===== config.mk =====
export PLATFORM = sky130hd
export DESIGN_NAME = imm2instr
export DESIGN_NICKNAME = d
export VERILOG_FILES = /design/src/rtl/imm2instr_pkg.sv /design/src/rtl/imm2instr_range_chk.sv /design/src/rtl/imm2instr.sv
export SDC_FILE = /design/constraint.sdc
export NUM_CORES = 1
export LEC_CHECK = 0
export ABC_AREA = 1
export BUFFER_PORTS_ARGS = -buffer_cell sky130_fd_sc_hd__buf_2
export CORE_UTILIZATION = 53
export DETAILED_ROUTE_END_ITERATION = 10
export PLACE_DENSITY = 0.92
export SYNTH_ARGS = -nofsm -noshare
export SYNTH_HDL_FRONTEND = slang
export SYNTH_HIERARCHICAL = 1
export SYNTH_SLANG_ARGS = --single-unit

===== constraint.sdc =====
create_clock -name clk -period 1.7 [get_ports clk]
set_clock_uncertainty 0.15 [all_clocks]
set_input_delay 0.17 -clock clk [delete_from_list [all_inputs] [get_ports clk]]
set_output_delay 0.17 -clock clk [all_outputs]
set_load 0.05 [all_outputs]

===== src/rtl/imm2instr_pkg.sv =====
// imm2instr_pkg: extop encodings, opcode constants and the immediate scatter function
package imm2instr_pkg;
  typedef enum logic [2:0] {EXT_I = 3'd0, EXT_U = 3'd1, EXT_S = 3'd2, EXT_B = 3'd3, EXT_J = 3'd4} extop_t;
  localparam logic [6:0] OP_IMM    = 7'h13;
  localparam logic [6:0] OP_LUI    = 7'h37;
  localparam logic [6:0] OP_STORE  = 7'h23;
  localparam logic [6:0] OP_BRANCH = 7'h63;
  localparam logic [6:0] OP_JAL    = 7'h6f;
  function automatic logic [31:0] pack_imm(input logic [31:0] base, input logic [31:0] imm, input logic [2:0] ext);
    logic [31:0] r;
    r = base;
    case (ext)
      EXT_I: r = {imm[11:0], base[19:0]};
      EXT_U: r = {imm[31:12], base[11:0]};
      EXT_S: r = {imm[11:5], base[24:12], imm[4:0], base[6:0]};
      EXT_B: r = {imm[12], imm[10:5], base[24:12], imm[4:1], imm[11], base[6:0]};
      EXT_J: r = {imm[20], imm[10:1], imm[11], imm[19:12], base[11:0]};
      default: r = base;
    endcase
    return r;
  endfunction
endpackage


===== src/rtl/imm2instr_range_chk.sv =====
// imm_range_chk: flags immediates that the selected format cannot represent, and illegal extops
module imm_range_chk
  import imm2instr_pkg::*;
(
  input  logic [31:0] imm,
  input  logic [2:0]  extop,
  output logic        err
);
  logic s11, s12, s20;
  assign s11 = &imm[31:11] | ~|imm[31:11];
  assign s12 = &imm[31:12] | ~|imm[31:12];
  assign s20 = &imm[31:20] | ~|imm[31:20];
  always_comb
    err = (extop == EXT_I || extop == EXT_S) ? !s11 :
          (extop == EXT_U) ? |imm[11:0] :
          (extop == EXT_B) ? (!s12 || imm[0]) :
          (extop == EXT_J) ? (!s20 || imm[0]) : 1'b1;
endmodule


===== src/rtl/imm2instr.sv =====
// imm2instr: two-stage valid/ready immediate packer with range check and saturating error count
module imm2instr
  import imm2instr_pkg::*;
#(
  parameter int ERR_CNT_W = 16,
  parameter bit DROP_ERR  = 1'b0
) (
  input  logic                 clk,
  input  logic                 rstn,
  input  logic                 in_valid,
  output logic                 in_ready,
  input  logic [31:0]          in_base,
  input  logic [31:0]          in_imm,
  input  logic [2:0]           in_extop,
  output logic                 out_valid,
  input  logic                 out_ready,
  output logic [31:0]          out_instr,
  output logic                 out_err,
  output logic [ERR_CNT_W-1:0] err_cnt
);
  logic        s1_valid, s1_err, chk_err, s1_load, s2_load, drop;
  logic [31:0] s1_instr;
  imm_range_chk u_chk (.imm(in_imm), .extop(in_extop), .err(chk_err));
  // a droppable error entry frees S1 even while S2 is stalled
  assign drop     = DROP_ERR && s1_err;
  assign s2_load  = !out_valid || out_ready;
  assign s1_load  = !s1_valid || s2_load || drop;
  assign in_ready = s1_load;
  always_ff @(posedge clk or negedge rstn) begin
    if (!rstn) begin
      s1_valid  <= 1'b0;
      s1_err    <= 1'b0;
      s1_instr  <= '0;
      out_valid <= 1'b0;
      out_instr <= '0;
      out_err   <= 1'b0;
      err_cnt   <= '0;
    end else begin
      if (s1_load) begin
        s1_valid <= in_valid;
        if (in_valid) begin
          s1_instr <= chk_err ? in_base : pack_imm(in_base, in_imm, in_extop);
          s1_err   <= chk_err;
        end
      end
      if (s2_load) begin
        out_valid <= s1_valid && !drop;
        if (s1_valid && !drop) begin
          out_instr <= s1_instr;
          out_err   <= s1_err;
        end
      end
      if (in_valid && s1_load && chk_err && !(&err_cnt))
        err_cnt <= err_cnt + ERR_CNT_W'(1);
    end
  end
endmodule

==> results.py <==
metrics = {
    "outcome": {
        "status": "complete, no violations",
    },
    "routing": {
        "avgRoutedWirePerCell_um": 15.5,
        "first_pass_iters": 5,
        "avgViaCountPerCell": 5.53,
        "postRouteAntennaNets": 0,
        "drc": 0,
        "drtIter0Drc": 263,
        "wl_um": 13200,
        "vias": 4701,
    },
    "setup_path": {
        "cp-start-kind": "primary input",
        "cpMaxStageDelayCell": "a21oi_4",
        "worst-setup-path-type": "in2reg",
        "cp_max_fo": 5,
        "crit_chain": "buf_2 > nand2_1 > nor2_2 > nand2_1 > nor2_2 > nand2_1 > nand2_1 > nand2_1 > nand2_1 > nand2_1 > nand2_2 > nand2_4 > a21oi_4 > nand2_4 > buf_12 > nand2_1 > a21oi_2",
        "critical_path_buf_inv_count": 2,
        "worstPathRequired_ns": 1.79,
        "max_stage_delay_ns": 0.25,
        "cp_top_family": "simple AND/OR/NAND/NOR gates",
        "end_kind": "flip-flop",
        "cpMostUsedCell": "nand2_1",
        "critPathArrivalTime_ns": 1.77,
    },
    "layout": {
        "nFillCells": 512,
        "antenna_cells": 0,
        "fin_cells": 850,
        "syn2layout_area_growth_pct": 39.6,
        "final_nets": 815,
        "mostFrequentLayoutCells": "nand2_1, buf_2, dfrtp_1",
        "drive_gt1_share_pct": 37.8,
        "layout_commonest_cell": "nand2_1",
    },
    "worst_hold_path": {
        "worstHoldPathType": "in2reg",
    },
    "global_routing": {
        "grt_pass1_vias": 4336,
        "grt_usage_pct": 29.2,
        "grt.overflow.total": 0,
        "antenna_found_initial": 0,
        "grt_start_max_net_pins": 56,
        "grt_pass1_wl_um": 19900,
    },
    "timing": {
        "setup_viol": 0,
        "timing.fmax_mhz": 597,
        "finalCriticalPeriod_ns": 1.68,
        "fin_ws_ns": 0.0240,
        "tightestPinTransition_ns": 0.385,
        "rsz0062_at_grt": "true",
        "hold_ws_ns": 0.0105,
        "finalCritPeriodShare_pct": 98.6,
        "slew_viol_final": 0,
        "finalHoldViolCount": 0,
        "slew_headroom_pct": 74.3,
    },
    "clocking": {
        "cts.reportedPaths.clkPinSlew_ns": 0.08,
        "cts_max_level": 3,
        "cts_buffers": 9,
        "clk_latency_ns": 0.36,
        "cts_sinks": 84,
        "clockRootBuffer": "clkbuf_8",
        "cts_buffer_depth": 2,
        "cts_tree": "done",
    },
    "floorplan": {
        "core_um2": 7890,
        "start_util_pct": 56.1,
        "die_h_um": 93.4,
        "std_cell_rows": 32,
        "die_width_um": 93.4,
        "io_pins": 122,
        "dieArea_um2": 8720,
    },
    "synth": {
        "synthCells": 552,
        "ys_seq_elements": 84,
        "syn-cell-area_um2": 4430,
        "yosysWarnings": 6,
        "yosys.area.top_type": "dfrtp_1",
        "yosysSeqAreaShare_pct": 47.5,
        "yosysTopAreaCellShare_pct": 47.5,
        "synth_area_leaders": "dfrtp_1, nand2_1, mux2_2",
        "yosysUniqueCellTypes": 32,
        "synth_area_per_cell_um2": 8.02,
        "synth_fp_nets": 624,
    },
    "place": {
        "gp_congestion": 0.880,
        "port_buffers": 121,
        "placedCellCount": 801,
        "post-dp-hpwl_um": 8620,
        "pre_cts_ws_ns": -0.450,
    },
    "pwr": {
        "p_leak_uw": 0.00308,
        "power_density_nw_per_um2": 1280,
        "ir_drop_mv": 0.601,
    },
    "job": {
        "cap_violations": 0,
    },
}
## state kept, by name (all words and copies together), names as in the netlist
signal     flops
s1_instr      32
s1_valid       1
err_cnt       16
out_err        1
s1_err         1
out_valid      1
out_instr     32
## layout make-up
type                    instances  area (um2)  area share, %
clock buffers                   9         124           2.00
clock inverters                 7        81.3           1.32
inverters                      43         166           2.69
multi-input cells             408        2210           35.8
flip-flops and latches         84        2120           34.2
well taps                     102         128           2.07
repair buffers                197        1350           21.8
## Yosys cell counts, drive strengths merged
cell type    n
nand2      196
dfrtp       84
nor2        68
inv         43
o21ai       34
nand3       29
mux2        28
a21oi       24
buf         16
nand4        9
xor2         7
nor3         4
nor4         2
a31oi        1
and2         1
clkbuf       1
ha           1
nand3b       1
o211ai       1
o21bai       1
or2          1
## where the power goes
group	switching, uW	leakage, uW	internal [uW]
sequential	388	0.000986	2540
combinational	2430	0.00200	1030
clock	796	0.000101	700
total	3610	0.00308	4270
## cell families after synthesis
| logic type | share of synthesized area (%) |
|---|---|
| flops | 47.5 |
| xor+xnor | 1.38 |
| fa+ha+maj | 0.283 |
| buf+inv | 5.93 |
| mux | 7.12 |
| simple gates | 30.0 |
| compound gates | 7.80 |
## worst paths after layout
check                      depth (start not counted)                    start  slack [ns]                  endpoint
setup reg to reg                                   8   err_cnt[1]$_DFFE_PN0P_        0.07   err_cnt[14]$_DFFE_PN0P_
min in group asynchronous                          3                     rstn        0.16    err_cnt[6]$_DFFE_PN0P_
max in group asynchronous                          3                     rstn        0.94  s1_instr[15]$_DFFE_PN0N_
hold reg to reg                                    2  s1_instr[4]$_DFFE_PN0N_        0.34   s1_instr[4]$_DFFE_PN0N_
setup / recovery                                  17               in_imm[24]        0.02  s1_instr[17]$_DFFE_PN0N_
hold / removal                                     3              in_base[22]        0.01  s1_instr[22]$_DFFE_PN0N_
## worst min-delay path, stage by stage
cell	delay [ns]
buf_2	0.11
a21oi_2	0.07
a21oi_2	0.12
## timing repair
item / 4_1_cts / 5_1_grt
gates cloned: 0 / 1
gates resized for setup: 1 / 44
setup endpoints to repair: 17 / 40
pin swaps: 0 / 24
buffers inserted: 0 / 2
hold buffers: 29 / 1
hold endpoints to repair: 113 / 1
## through the flow
stage          TNS, ns  instance area (um2)  total power (uW)  util (%)
6_report             0                 6180              7880      78.3
5_1_grt          -1.24                 6180              8230      78.3
4_1_cts              0                 5990              7810      75.9
3_5_place_dp    -15.23                 5490              6270      69.6
3_3_place_gp    -12.79                 5490              6150      69.6
2_1_floorplan  -0.0988                 4490              5300         -
## layer usage
metal | GRT usage [%] | up-vias | wire length [um]
met5 | 0 | - | 0
met4 | 9.62 | 0 | 403
met3 | 4.96 | 42 | 1040
met2 | 50.7 | 249 | 6790
met1 | 37.1 | 2249 | 4950
li1 | - | 2161 | -
No activity file was read; power rests on OpenSTA's default activity.
